==> src/rtl/game_pkg.sv <==
// Shared game-state encoding for the session controller, renderer and HUD.
package game_pkg;

    localparam int STATE_W = 3;

    typedef enum logic [STATE_W-1:0] {
        IDLE    = 3'd0,
        PLAY    = 3'd1,
        PAUSE   = 3'd2,
        RESPAWN = 3'd3,
        OVER    = 3'd4
    } state_e;

endpackage

==> src/rtl/edge_rise.sv <==
// Rising-edge detector for level buttons.
// The rise flag is registered, so the controller sees it one cycle after the first high sample.
module edge_rise (
    input  logic CLOCK_50,
    input  logic reset,
    input  logic d,
    output logic rise
);

    logic d_q_r;
    logic rise_r;

    // Keep the previous sample and register the low-to-high detection.
    always_ff @(posedge CLOCK_50 or negedge reset) begin
        if (!reset) begin
            d_q_r  <= 1'b0;
            rise_r <= 1'b0;
        end else begin
            d_q_r  <= d;
            rise_r <= d & ~d_q_r;
        end
    end

    assign rise = rise_r;

endmodule

==> src/rtl/game_session_ctrl.sv <==
// Game-session controller: lives budget, pause/resume, timed respawn freeze,
// saturating score and high-score register. Status outputs come from next state.
module game_session_ctrl
    import game_pkg::*;
#(
    parameter int LIVES          = 3,
    parameter int LIVES_W        = 4,
    parameter int SCORE_W        = 16,
    parameter int RESPAWN_FRAMES = 60,
    parameter int RESP_W         = 8
) (
    input  logic               CLOCK_50,
    input  logic               reset,
    input  logic               start,
    input  logic               pause,
    input  logic               collision,
    input  logic               point,
    input  logic               frame_tick,
    output logic               gameon,
    output logic               paused,
    output logic               respawning,
    output logic [STATE_W-1:0] state,
    output logic [LIVES_W-1:0] lives,
    output logic [SCORE_W-1:0] score,
    output logic [SCORE_W-1:0] hiscore,
    output logic               game_over
);

    state_e             state_r;
    state_e             state_nxt_s;
    logic [LIVES_W-1:0] lives_r;
    logic [LIVES_W-1:0] lives_nxt_s;
    logic [SCORE_W-1:0] score_r;
    logic [SCORE_W-1:0] score_nxt_s;
    logic [SCORE_W-1:0] hiscore_r;
    logic [SCORE_W-1:0] hiscore_nxt_s;
    logic [RESP_W-1:0]  resp_cnt_r;
    logic [RESP_W-1:0]  resp_cnt_nxt_s;
    logic               gameon_r;
    logic               paused_r;
    logic               respawning_r;
    logic               game_over_r;
    logic               start_rise_s;
    logic               pause_rise_s;

    function automatic logic [SCORE_W-1:0] sat_inc(input logic [SCORE_W-1:0] v);
        if (v == {SCORE_W{1'b1}}) begin
            sat_inc = v;
        end else begin
            sat_inc = v + SCORE_W'(1);
        end
    endfunction

    edge_rise u_start_rise (
        .CLOCK_50 (CLOCK_50),
        .reset    (reset),
        .d        (start),
        .rise     (start_rise_s)
    );

    edge_rise u_pause_rise (
        .CLOCK_50 (CLOCK_50),
        .reset    (reset),
        .d        (pause),
        .rise     (pause_rise_s)
    );

    // Next-state, counter and score decisions for the session FSM.
    always_comb begin
        state_nxt_s    = state_r;
        lives_nxt_s    = lives_r;
        score_nxt_s    = score_r;
        hiscore_nxt_s  = hiscore_r;
        resp_cnt_nxt_s = resp_cnt_r;
        case (state_r)
            IDLE, OVER: begin
                if (start_rise_s) begin
                    state_nxt_s = PLAY;
                    lives_nxt_s = LIVES_W'(LIVES);
                    score_nxt_s = {SCORE_W{1'b0}};
                end else begin
                    state_nxt_s = state_r;
                end
            end
            PLAY: begin
                // Collision wins over pause and point; a lost point on that cycle is intended.
                if (collision) begin
                    if (lives_r > LIVES_W'(1)) begin
                        lives_nxt_s    = lives_r - LIVES_W'(1);
                        resp_cnt_nxt_s = {RESP_W{1'b0}};
                        state_nxt_s    = RESPAWN;
                    end else begin
                        lives_nxt_s = {LIVES_W{1'b0}};
                        state_nxt_s = OVER;
                        if (score_r > hiscore_r) begin
                            hiscore_nxt_s = score_r;
                        end else begin
                            hiscore_nxt_s = hiscore_r;
                        end
                    end
                end else begin
                    if (point) begin
                        score_nxt_s = sat_inc(score_r);
                    end else begin
                        score_nxt_s = score_r;
                    end
                    if (pause_rise_s) begin
                        state_nxt_s = PAUSE;
                    end else begin
                        state_nxt_s = PLAY;
                    end
                end
            end
            PAUSE: begin
                if (pause_rise_s) begin
                    state_nxt_s = PLAY;
                end else begin
                    state_nxt_s = PAUSE;
                end
            end
            RESPAWN: begin
                if (resp_cnt_r == RESP_W'(RESPAWN_FRAMES)) begin
                    state_nxt_s = PLAY;
                end else if (frame_tick) begin
                    resp_cnt_nxt_s = resp_cnt_r + RESP_W'(1);
                end else begin
                    resp_cnt_nxt_s = resp_cnt_r;
                end
            end
            default: begin
                state_nxt_s = IDLE;
            end
        endcase
    end

    // State, counters and registered status outputs decoded from the next state.
    always_ff @(posedge CLOCK_50 or negedge reset) begin
        if (!reset) begin
            state_r      <= IDLE;
            lives_r      <= {LIVES_W{1'b0}};
            score_r      <= {SCORE_W{1'b0}};
            hiscore_r    <= {SCORE_W{1'b0}};
            resp_cnt_r   <= {RESP_W{1'b0}};
            gameon_r     <= 1'b0;
            paused_r     <= 1'b0;
            respawning_r <= 1'b0;
            game_over_r  <= 1'b0;
        end else begin
            state_r      <= state_nxt_s;
            lives_r      <= lives_nxt_s;
            score_r      <= score_nxt_s;
            hiscore_r    <= hiscore_nxt_s;
            resp_cnt_r   <= resp_cnt_nxt_s;
            gameon_r     <= (state_nxt_s == PLAY);
            paused_r     <= (state_nxt_s == PAUSE);
            respawning_r <= (state_nxt_s == RESPAWN);
            game_over_r  <= (state_nxt_s == OVER) && (state_r != OVER);
        end
    end

    assign state      = state_r;
    assign lives      = lives_r;
    assign score      = score_r;
    assign hiscore    = hiscore_r;
    assign gameon     = gameon_r;
    assign paused     = paused_r;
    assign respawning = respawning_r;
    assign game_over  = game_over_r;

endmodule

==> config.mk <==
export PLATFORM = sky130hd
export DESIGN_NAME = game_session_ctrl
export DESIGN_NICKNAME = d
export VERILOG_FILES = /design/src/rtl/game_pkg.sv /design/src/rtl/edge_rise.sv /design/src/rtl/game_session_ctrl.sv
export SDC_FILE = /design/constraint.sdc
export NUM_CORES = 1
export LEC_CHECK = 0
export CAP_MARGIN = 5
export CORE_MARGIN = 2
export CORE_UTILIZATION = 35
export DETAILED_ROUTE_END_ITERATION = 8
export PLACE_DENSITY_LB_ADDON = 0.05
export SLEW_MARGIN = 20
export SYNTH_ARGS = -nofsm -noshare
export SYNTH_HDL_FRONTEND = slang
export SYNTH_SLANG_ARGS = --single-unit
==> constraint.sdc <==
create_clock -name CLOCK_50 -period 3.2 [get_ports CLOCK_50]
set_input_delay 0.64 -clock CLOCK_50 [delete_from_list [all_inputs] [get_ports CLOCK_50]]
set_output_delay 0.64 -clock CLOCK_50 [all_outputs]
set_load 0.005 [all_outputs]
==> impl_summary.md, run 1 <==
Run status
The run finished with clean final reports.

Timing
Timing would allow up to 367 MHz. The worst max-slew margin expressed relative to the limit is 58.4%. On the final layout, the worst clock skew is 9.59 ps. The measured slew at the worst slew-check pin is 624 ps. The share of the clock period used by the worst path is between 80% and 90%.

The setup violation total in the final timing report is 0. The total negative setup slack is 0 ps. Setup repair after global routing left no endpoint under its margin.

The number of slew-limit violations in the final report is 0. After layout, the minimum clock period comes to 2720 ps. The number of endpoints with negative hold slack in the final report is 0.

Floorplan
The cell row count is 35. In this run the standard cell core region covers 9280 um2. The full die area is 10,400 um2. The initial core utilization is 36.3%.

From bottom edge to top edge, the die measures about 100 um. The number of ports placed on the die boundary is 50. The die boundary width is 102 um.

Clocking
The root buffer cell chosen for the clock tree is sky130_fd_sc_hd__clkbuf_8. The H-tree generated during clock tree synthesis spans 2 levels. Counting along the longest clock path gives a buffer depth of 2. The insertion delay to the later sink of the worst-skew pair is 310 ps. The number of post-CTS setup repair buffers is 0.

The number of gates resized after cts is 0. The clock drives 55 sinks. Clock-pin slew was measured on the worst setup and hold paths at 110 ps.

Counting the buffers created by CTS gives 5. Hold repair after CTS inserted 0 buffers. The TritonCTS clock tree is done.

Min path
The class of the most critical hold timing path is in2async.

Power
The completed layout was analyzed and its total power is 2300 uW. The switching power of the nets is 886 uW. The proportion of power drawn by combinational gates is 37.0%. The leakage power is 0.00187 uW. The internal power contribution is 1420 uW. The clock network is responsible for 18.4% of the overall power.

The fraction of power spent switching nets is 38.5%. The sequential power share is 44.6%. VDD sags by at most 0.000357 V. Dividing total power by cell area gives a power density of approximately 550 nW/um2.

Synthesis
Of the post-synthesis cell area, the dominant cell type holds about two fifths. The number of flops mapped to enable cells by yosys is 0. The largest total area in the synthesized netlist belongs to sky130_fd_sc_hd__dfrtp_1. After synthesis, the largest family of logic cells by area is simple AND/OR/NAND/NOR gates. The simple-gate share of the synthesized area is between 20% and 30%.

The most common flop cell mapped by yosys is sky130_fd_sc_hd__dfrtp_1. The per-instance average area after synthesis is 9.43 um2. The unique cell type count in the Yosys netlist is a little over 60.

In the post-synthesis netlist, the biggest area contributors are sky130_fd_sc_hd__dfrtp_1 (41%), sky130_fd_sc_hd__ha_1 (7.8%), sky130_fd_sc_hd__nand2_1 (4.7%). The synthesized netlist net count is 385. The synthesized area is between 3000 and 4000 um2. The async set-or-reset flop fraction in the synthesized netlist is 100%. Of the total synthesized cell area, the portion taken by full adders, half adders and majority gates is about 7.8%. The synthesized-area fraction occupied by ao, oa, aoi and oai cells is 20.6%. The post-synthesis sequential element count is 55. During synthesis, Yosys emitted a total of 0 warnings. Of the synthesized area, sequential elements account for 40.9%. Synthesis produced a netlist whose cell count is 357. After Yosys synthesis, XOR and XNOR cells account for 2.34% of the synthesized area. After synthesis, the share of cell area in mux cells is 1.82%.

Cells and area
Across the whole layout, storage elements account for 1380 um2. The total number of nets in the final design is 440. Summing all multi-input logic gate instances after layout gives 1810 um2. The fraction of layout instances using a drive strength above 1 is 9.69%.

The number of filler instances in the final layout is 921. The repair_antennas step left the layout with diodes totalling 0. The layout overhead on the synthesized area is 23.6%.

Global route
The largest net degree at the start of global routing is 34. The global-route congestion overflow total is 0. The initial antenna violation count is 0. The number of global-route vias before repair is 2,969. The first global-routing pass estimated 15,500 um of wire. The total routing resource utilization after global routing is a little under a fifth.

Setup path
STA classifies the critical path startpoint as a flip-flop. The data arrival time at the worst-slack endpoint is 2970 ps. The critical path class is reg2reg. The type of destination of the critical path is a flip-flop. At the worst endpoint, the required time is around 3500 ps. In this run the worst path has a maximum fanout of 16.

Placement
Routability-driven placement finished with a final weighted congestion of 0.830. The detailed placement HPWL is between 6000 and 7000 um. The count of input and output buffers is 49.

Detailed routing
The post-route DRC violation count is 0. The first detailed-routing pass ran for 4 iterations. The routed design has 9430 um of wire. Once detail routing completed, the nets flagged for antenna violations numbered 0.

The via total after detailed routing is 2,960. For this block, the initial DRC count from the detailed router was roughly 150. The per-cell via count in the routed design is 5.46. The average wire length per cell after detail routing is 17.4 um.

Flow run
The total of max-cap violations is 0.
Yosys cell counts, types with 2 or more instances:
library cell and instances:
sky130_fd_sc_hd__nand3_1 7, sky130_fd_sc_hd__o21ai_0 15, sky130_fd_sc_hd__o31ai_1 4, sky130_fd_sc_hd__o211ai_1 3, sky130_fd_sc_hd__o21a_1 3, sky130_fd_sc_hd__nor2b_1 3
sky130_fd_sc_hd__and3_1 2, sky130_fd_sc_hd__and2_1 2, sky130_fd_sc_hd__o2111ai_1 3, sky130_fd_sc_hd__inv_1 29, sky130_fd_sc_hd__xor2_1 8, sky130_fd_sc_hd__dfrtp_1 55
sky130_fd_sc_hd__nand4_1 7, sky130_fd_sc_hd__mux2i_1 5, sky130_fd_sc_hd__nor4_1 17, sky130_fd_sc_hd__ha_1 21, sky130_fd_sc_hd__buf_2 5, sky130_fd_sc_hd__or4_1 2
sky130_fd_sc_hd__and4_1 4, sky130_fd_sc_hd__o311ai_0 11, sky130_fd_sc_hd__o21ai_1 3, sky130_fd_sc_hd__nor2_1 23, sky130_fd_sc_hd__clkbuf_1 7, sky130_fd_sc_hd__buf_4 2
sky130_fd_sc_hd__a21o_1 2, sky130_fd_sc_hd__or3_1 3, sky130_fd_sc_hd__a32oi_1 16, sky130_fd_sc_hd__o311ai_1 6, sky130_fd_sc_hd__nand2_1 42, sky130_fd_sc_hd__a31oi_1 4
sky130_fd_sc_hd__a21oi_1 12, sky130_fd_sc_hd__nor3_1 2
state kept, by name, indices dropped and copies added, names as in the netlist:
name,count
gameon,1
hiscore,16
lives,4
paused,1
u_start_rise.d_q_r,1
u_start_rise.rise,1
score,16
state,3
resp_cnt_r,8
game_over,1
respawning,1
u_pause_rise.rise,1
u_pause_rise.d_q_r,1
critical path, stage by stage (launching register included):
cell	delay, ps
sky130_fd_sc_hd__dfrtp_1	510
sky130_fd_sc_hd__ha_1	370
sky130_fd_sc_hd__nand4_1	230
sky130_fd_sc_hd__nor4_2	610
sky130_fd_sc_hd__o21a_1	610
sky130_fd_sc_hd__o311ai_0	230
sky130_fd_sc_hd__nand2_1	100
per-layer routing:
| layer | routed length, um | track usage, % |
|---|---|---|
| met1 | 4450 | 25.5 |
| met2 | 4490 | 31.8 |
| met3 | 345 | 2.94 |
| met4 | 140 | 6.36 |
| met5 | 0 | 0 |
per-stage QoR:
| stage | instances | worst slack, ps | utilization, % | hold WS [ps] | area, um2 |
|---|---|---|---|---|---|
| after floorplan | 357 | 923 | - | 344 | 3370 |
| after global placement | 534 | 479 | 43.7 | 387 | 4060 |
| after detailed placement | 534 | 418 | 43.7 | 384 | 4060 |
| after CTS | 542 | 509 | 44.8 | 311 | 4160 |
| after global routing | 542 | 283 | 44.8 | 338 | 4160 |
| final | 542 | 478 | 44.8 | 300 | 4160 |
cell type report:
type	count	area share, %
Sequential cell	55	33.1
Multi-Input combinational cell	258	43.5
Tap cell	129	3.88
Timing Repair Buffer	63	14.5
Inverter	29	2.62
Clock buffer	6	1.99
Clock inverter	2	0.391
placed cells by master, fill, tap and decap left out, types with 4 or more instances in the layout:
cell type	n
sky130_fd_sc_hd__xor2_1	8
sky130_fd_sc_hd__buf_4	13
sky130_fd_sc_hd__a21oi_1	12
sky130_fd_sc_hd__o311ai_0	11
sky130_fd_sc_hd__and4_1	4
sky130_fd_sc_hd__dfrtp_1	55
sky130_fd_sc_hd__clkdlybuf4s50_1	48
sky130_fd_sc_hd__nand3_1	7
sky130_fd_sc_hd__o31ai_1	4
sky130_fd_sc_hd__a31oi_1	4
sky130_fd_sc_hd__nor4_1	17
sky130_fd_sc_hd__clkbuf_8	6
sky130_fd_sc_hd__nor2_1	23
sky130_fd_sc_hd__nand2_1	42
sky130_fd_sc_hd__o21ai_0	15
sky130_fd_sc_hd__inv_1	29
sky130_fd_sc_hd__ha_1	21
sky130_fd_sc_hd__a32oi_1	16
sky130_fd_sc_hd__o311ai_1	6
sky130_fd_sc_hd__nand4_1	7
sky130_fd_sc_hd__mux2i_1	5
worst paths after layout:
check / start / to / slack, ps / cells after the start
min in group CLOCK_50: u_pause_rise.d_q_r / u_pause_rise.rise / 400 / 1
max reg2reg: score[15] / hiscore[1] / 480 / 6
max in group asynchronous: reset / hiscore[4] / 2330 / 2
min reg2reg: u_pause_rise.d_q_r / u_pause_rise.rise / 400 / 1
min: reset / score[2] / 300 / 1
max: score[15] / hiscore[1] / 480 / 6
power by group through the flow:
stage	clock, uW	sequential, uW	combinational [uW]
2_1_floorplan	0	997	483
3_3_place_gp	0	1040	856
3_5_place_dp	0	1040	859
4_1_cts	451	1030	865
5_1_grt	481	1060	959
6_report	424	1030	853
cell families after synthesis:
kind of cell               after synthesis
AOI/OAI and AO/OA                       92
xor gates and xnor gates                 9
adders and majority gates               21
buffers and inverters                   44
DFF                                     55
muxes                                    6
and+or+nand+nor                        130
Note: power is estimated with default switching activity, not from simulation.
==> inputs of run 2 (changes only) <==
--- a/config.mk
+++ b/config.mk
@@ -6,6 +6,7 @@
 export NUM_CORES = 1
 export LEC_CHECK = 0
 export CAP_MARGIN = 5
+export CORE_ASPECT_RATIO = 1.75
 export CORE_MARGIN = 2
 export CORE_UTILIZATION = 35
 export DETAILED_ROUTE_END_ITERATION = 8
==> constraint.sdc (replaced) <==
create_clock -name CLOCK_50 -period 3.2 [get_ports CLOCK_50]
set_input_delay 0.64 -clock CLOCK_50 [delete_from_list [all_inputs] [get_ports CLOCK_50]]
set_output_delay 0.64 -clock CLOCK_50 [all_outputs]
set_load 0.1 [all_outputs]
==> impl_summary.md, run 2 (synthesis gave the netlist of run 1 again) <==
Run status
Outcome: completed (unchanged).

Setup path
Crit-path cells: ha_1 > nand4_1 > nor4_2 > o21a_1 > o311ai_0 > nand2_1 (unchanged). The end of the critical path is hiscore[1] (unchanged). The buffer and inverter count on the worst path came to 0 (unchanged).

The startpoint of the worst register-to-register path is score[14] (was score[15]). The depth of the worst register-to-register path was 6 (unchanged). The critical path class is reg2reg (unchanged).

The terminus of the critical flop-to-flop path was hiscore[1] (unchanged). The instance count on the critical path is 6 (unchanged). The type of destination of the critical path was a flip-flop (unchanged). The start point of the critical path is score[14] (was score[15]). The maximum single-stage delay on the critical path is 600 ps (was 610 ps). The family of cells with the greatest summed delay on the critical path is simple AND/OR/NAND/NOR gates (unchanged). The master of the slowest instance on the critical path is sky130_fd_sc_hd__o21a_1 (was sky130_fd_sc_hd__nor4_2). The data arrival time at the worst-slack endpoint is 2890 ps (was 2970 ps). The worst path required time is 3430 ps (was 3450 ps). The slack of the worst reg-to-reg path came to 530 ps (was 480 ps).

The top fanout value on the critical path is 16 (unchanged). The type of element launching the critical path is a flip-flop (unchanged).

Timing
The setup violation total in the final timing report is 0 (unchanged). The timing-limited maximum frequency is 375 MHz (was 367 MHz). The clock period minus worst slack is 2670 ps (was 2720 ps).

The clock tree skew after final layout came to 7.03 ps (was 9.59 ps). The measured slew at the worst slew-check pin was 748 ps (was 624 ps). The worst max-slew margin expressed relative to the limit is 50.1% (was 58.4%). The number of endpoints with negative hold slack in the final report came to 0 (unchanged).

The total negative setup slack is 0 ps (unchanged). The share of the clock period used by the worst path is 83.3% (was 85.1%). Setup repair after global routing missed its margin: false (unchanged).

The number of slew-limit violations in the final report is 0 (unchanged).

Clocking
The number of sinks driven by the clock tree was 55 (unchanged). The number of post-CTS setup repair buffers was 0 (unchanged). The number of gates resized after cts came to 0 (unchanged).

The clock-pin slew on the worst setup and hold paths is 70 ps (was 110 ps). The clock root buffer is sky130_fd_sc_hd__clkbuf_16 (was sky130_fd_sc_hd__clkbuf_8). The total CTS buffers came to 5 (unchanged). The insertion delay to the later sink of the worst-skew pair is 300 ps (was 310 ps).

The TritonCTS clock tree is done (unchanged). The number of hold buffers added after CTS is 0 (unchanged). The number of levels the H-tree was split into is 2 (unchanged).

The maximum root-to-sink buffer count was 2 (unchanged).

Floorplan
The die boundary height is 134 um (was 102 um). The core region area is 9410 um2 (was 9280 um2). The number of ports placed on the die boundary is 50 (unchanged). The full die area is 10,400 um2 (about the same). The die boundary width was 78.1 um (was 102 um).

The initial core utilization is 35.8% (was 36.3%). The cell row count is 47 (was 35).

Cells and area
The layout overhead on the synthesized area is 21.0% (was 23.6%). The post-layout instance count excluding filler cells is 533 (was 542). The total number of nets in the final design is 438 (was 440). The antenna diode instance count is 0 (unchanged). The fraction of layout instances using a drive strength above 1 is 19.5% (was 9.69%). Top library cells by usage in the layout, fill and taps aside: sky130_fd_sc_hd__dfrtp_1 (55), sky130_fd_sc_hd__buf_4 (55), sky130_fd_sc_hd__nand2_1 (42), sky130_fd_sc_hd__inv_1 (29), sky130_fd_sc_hd__nor2_1 (23) (was sky130_fd_sc_hd__dfrtp_1 (55), sky130_fd_sc_hd__clkdlybuf4s50_1 (48), sky130_fd_sc_hd__nand2_1 (42), sky130_fd_sc_hd__inv_1 (29), sky130_fd_sc_hd__nor2_1 (23)).

Global route
The first-pass GRT wire length is 15,700 um (was 15,500 um). The largest net degree at the start of global routing came to 56 (was 34). The total routing resource utilization after global routing is 19.2% (was 19.1%). The global-route congestion overflow total was 0 (unchanged). The number of global-route vias before repair is 3,035 (was 2,969). The initial antenna violation count came to 0 (unchanged).

Power
The leakage power is 0.00193 uW (was 0.00187 uW). The power density normalized to cell area is 779 nW/um2 (was 554 nW/um2). The maximum vdd ir drop is 0.000663 V (was 0.000357 V).

Detailed routing
The DRC marker count from the first detailed-route iteration is 188 (was 149). The count of TritonRoute iterations in the first routing pass came to 6 (was 4). The average wire length per cell after detail routing was 18.1 um (was 17.4 um).

The total detailed-routing wirelength is 9640 um (was 9430 um). The post-route antenna net violation count was 0 (unchanged). The per-cell via count in the routed design was 5.67 (was 5.46). The via total after detailed routing came to 3,022 (was 2,960). The post-route DRC violation count was 0 (unchanged).

Min path
The worst hold path startpoint is u_start_rise.d_q_r. Counting instances, the worst hold path has a depth of 1. The class of the most critical hold timing path is reg2reg (was in2async).

Placement
The detailed placement HPWL is 6830 um (was 6590 um). The cell count after placement is 525 (was 534). The count of input and output buffers is 49 (unchanged). The last weighted congestion value of the routability-driven placer is 0.815 (was 0.830).

Flow run
The total of max-cap violations is 0 (unchanged).
==> run 2: cell count changes in the layout (fill, tap and decap cells not counted), sizes merged <==
cell,change
clkinv,-1
buf,+41
clkbuf,+2
clkdlybuf4s50,-43
clkinvlp,-1
==> run 2: per-stage QoR <==
step	util [%]	power (uW)	setup slack, ps	hold slack, ps	cell area, um2
after floorplan	-	2210	297	344	3370
after global routing	43.3	3350	394	423	4070
after global placement	41.6	2600	462	392	3920
after detailed placement	41.6	2610	415	399	3920
final	43.3	3170	535	405	4070
after CTS	43.3	3220	534	409	4070
==> run 2: how the worst min path moves through the flow <==
stage | to
finish | u_start_rise.rise
global route | u_start_rise.rise
CTS | u_start_rise.rise
detailed placement | u_start_rise.rise
global placement | u_pause_rise.rise
floorplan | game_over
==> run 2: area by class of cell <==
class | count | area, um2
fill | 988 | 5340
multi-input combinational | 258 | 1810
sequential | 55 | 1380
timing repair buffer | 61 | 468
clock buffer | 8 | 156
tap | 122 | 153
inverter | 29 | 109
==> run 2: where the power goes <==
| group | leakage (uW) | switching (uW) | total (uW) | internal, uW |
|---|---|---|---|---|
| Clock | 0.0000772 | 252 | 587 | 334 |
| Sequential | 0.000676 | 209 | 1030 | 821 |
| Combinational | 0.00118 | 1180 | 1560 | 380 |
==> run 2: routing by layer <==
metal / global-route usage [%] / part of all wire, % / vias up
met4: 6.24 / 1.9 / 0
li1: - / - / 1446
met1: 22.4 / 39 / 1483
met5: 0 / 0 / -
met3: 2.24 / 3.7 / 10
met2: 35.7 / 55 / 83
==> inputs of run 3 (changes only) <==
==> constraint.sdc (replaced) <==
create_clock -name CLOCK_50 -period 2.6 [get_ports CLOCK_50]
set_input_delay 0.52 -clock CLOCK_50 [delete_from_list [all_inputs] [get_ports CLOCK_50]]
set_output_delay 0.52 -clock CLOCK_50 [all_outputs]
set_load 0.1 [all_outputs]
==> impl_summary.md, run 3 (synthesis gave the netlist of run 1 again) <==
Timing
The clock period minus worst slack was 2380 ps (was 2670 ps). The total negative setup slack is 0 ps (unchanged). The setup violation total in the final timing report was 0 (unchanged). The number of slew-limit violations in the final report was 0 (unchanged). The measured slew at the worst slew-check pin is 749 ps (was 748 ps). Setup repair after global routing missed its margin: false (unchanged).

The share of the clock period used by the worst path is 91.6% (was 83.3%). The timing-limited maximum frequency was 420 MHz (was 375 MHz). The worst max-slew margin expressed relative to the limit is 50.1% (about the same). The number of endpoints with negative hold slack in the final report is 0 (unchanged). The clock tree skew after final layout was 7.90 ps (was 7.03 ps).

Floorplan
The core region area is 9410 um2 (unchanged). The initial core utilization was 35.8% (unchanged). The number of ports placed on the die boundary is 50 (unchanged). The cell row count is 47 (unchanged). The full die area was 10,400 um2 (unchanged). The die boundary width is 78.1 um (unchanged).

The die boundary height is 134 um (unchanged).

Flow run
The total of max-cap violations was 0 (unchanged).

Setup path
The type of element launching the critical path was a flip-flop (unchanged). The worst path required time is 2780 ps (was 3430 ps). The data arrival time at the worst-slack endpoint was 2560 ps (was 2890 ps). The critical path class is reg2reg (unchanged). The type of destination of the critical path is a flip-flop (unchanged). The top fanout value on the critical path is 11 (was 16).

Placement
The last weighted congestion value of the routability-driven placer is 0.898 (was 0.815). The detailed placement HPWL was 7910 um (was 6830 um). The count of input and output buffers came to 49 (unchanged).

Clocking
The clock-pin slew on the worst setup and hold paths is 80 ps (was 70 ps). The maximum root-to-sink buffer count is 2 (unchanged). The number of sinks driven by the clock tree is 55 (unchanged). The number of gates resized after cts is 0 (unchanged). The total CTS buffers is 5 (unchanged). The clock root buffer was sky130_fd_sc_hd__clkbuf_16 (unchanged). The number of post-CTS setup repair buffers is 0 (unchanged).

The TritonCTS clock tree is done (unchanged). The insertion delay to the later sink of the worst-skew pair came to 300 ps (about the same). The number of levels the H-tree was split into is 2 (unchanged).

The number of hold buffers added after CTS is 0 (unchanged).

Cells and area
The fraction of layout instances using a drive strength above 1 was 27.5% (was 19.5%). The total number of nets in the final design is 459 (was 438). The area of all sequential standard cells is 1400 um2 (was 1380 um2). The multi-input combinational cell area is 1810 um2 (unchanged).

The number of filler instances in the final layout was 974 (was 988). The layout overhead on the synthesized area was 27.7% (was 21.0%). The fraction of the core area covered by cells at the end of the flow is 45.7% (was 43.3%). Top library cells by usage in the layout, fill and taps aside: sky130_fd_sc_hd__buf_4 (75), sky130_fd_sc_hd__nand2_1 (42), sky130_fd_sc_hd__dfrtp_1 (37), sky130_fd_sc_hd__inv_1 (29), sky130_fd_sc_hd__nor2_1 (23) (was sky130_fd_sc_hd__dfrtp_1 (55), sky130_fd_sc_hd__buf_4 (55), sky130_fd_sc_hd__nand2_1 (42), sky130_fd_sc_hd__inv_1 (29), sky130_fd_sc_hd__nor2_1 (23)). The antenna diode instance count is 0 (unchanged). The leading cell type in the layout, fill and taps excluded is sky130_fd_sc_hd__buf_4.

Global route
The initial antenna violation count is 0 (unchanged). The largest net degree at the start of global routing is 56 (unchanged). The number of global-route vias before repair came to 3,033 (was 3,035). The total routing resource utilization after global routing is 21.2% (was 19.2%). The first-pass GRT wire length is 16,900 um (was 15,700 um). The global-route congestion overflow total is 0 (unchanged).

Detailed routing
The count of TritonRoute iterations in the first routing pass is 4 (was 6). The via total after detailed routing is 3,082 (was 3,022). The uppermost layer routed is met4 (unchanged).

The post-route DRC violation count came to 0 (unchanged). The total detailed-routing wirelength is 10,600 um (was 9640 um). The per-cell via count in the routed design is 5.56 (was 5.67). The total met3 wirelength after detailed routing is 306 um (was 359 um). The met1 routed wirelength after detailed routing is 4130 um (was 3760 um). The post-route antenna net violation count was 0 (unchanged). The met2 wire length came to 5740 um (was 5350 um). The average wire length per cell after detail routing was 19.1 um (was 18.1 um). The DRC marker count from the first detailed-route iteration is 184 (was 188).

Power
The power density normalized to cell area is 980 nW/um2 (was 779 nW/um2). The leakage power came to 0.00204 uW (was 0.00193 uW). The maximum vdd ir drop was 0.000718 V (was 0.000663 V).

Min path
The class of the most critical hold timing path is in2async (was reg2reg).

Run status
Outcome: completed (unchanged).
## run 3: changes by cell type in the layout (fill, tap and decap cells not counted), sizes merged
cell / delta
clkbuf: -2
bufinv: +2
buf: +21
## run 3: per-stage QoR
| stage | worst slack, ps | std cells | power [uW] | area [um2] | hold slack (ps) |
|---|---|---|---|---|---|
| floorplan | 13.2 | 357 | 2720 | 3390 | 224 |
| global placement | 189 | 546 | 3340 | 4110 | 391 |
| detailed placement | 174 | 546 | 3360 | 4110 | 393 |
| CTS | 166 | 554 | 4250 | 4300 | 403 |
| global route | 84.1 | 554 | 4420 | 4300 | 427 |
| finish | 217 | 554 | 4210 | 4300 | 377 |
## run 3: path summary, 6_finish.rpt
path,depth (start not counted),start,slack [ps],endpoint
setup reg to reg,7,score[15],220,hiscore[11]
hold / removal,2,reset,380,score[10]
min in group CLOCK_50,1,u_start_rise.d_q_r,400,u_start_rise.rise
setup / recovery,7,score[15],220,hiscore[11]
max in group asynchronous,2,reset,1690,score[15]
hold reg to reg,1,u_start_rise.d_q_r,400,u_start_rise.rise
## run 3: where the power goes
group / switching [uW] / total, uW / internal, uW
registers: 211 / 1230 / 1020
clock network: 329 / 883 / 554
logic: 1560 / 2100 / 545
total: 2100 / 4210 / 2110
## run 3: final cells by class
type,instances,share of cell area (%)
Timing Repair Buffer,82,14.8
Inverter,29,2.53
Tap cell,122,3.55
Multi-Input combinational cell,258,42.1
Clock buffer,6,3.00
Clock inverter,2,1.40
Sequential cell,55,32.5
## run 3: critical path, cell delays in order, from the launching register on
cell and delay (ps):
sky130_fd_sc_hd__dfrtp_2 440, sky130_fd_sc_hd__ha_1 330, sky130_fd_sc_hd__nand4_1 210, sky130_fd_sc_hd__o21bai_1 130, sky130_fd_sc_hd__or3_1 470, sky130_fd_sc_hd__buf_4 210, sky130_fd_sc_hd__o311ai_0 380, sky130_fd_sc_hd__nand2_1 90
## run 3: metal layers
layer | global-route usage (%) | vias to the layer above
li1 | - | 1493
met1 | 23.5 | 1501
met2 | 39.8 | 72
met3 | 2.51 | 16
met4 | 9.65 | 0
met5 | 0 | -
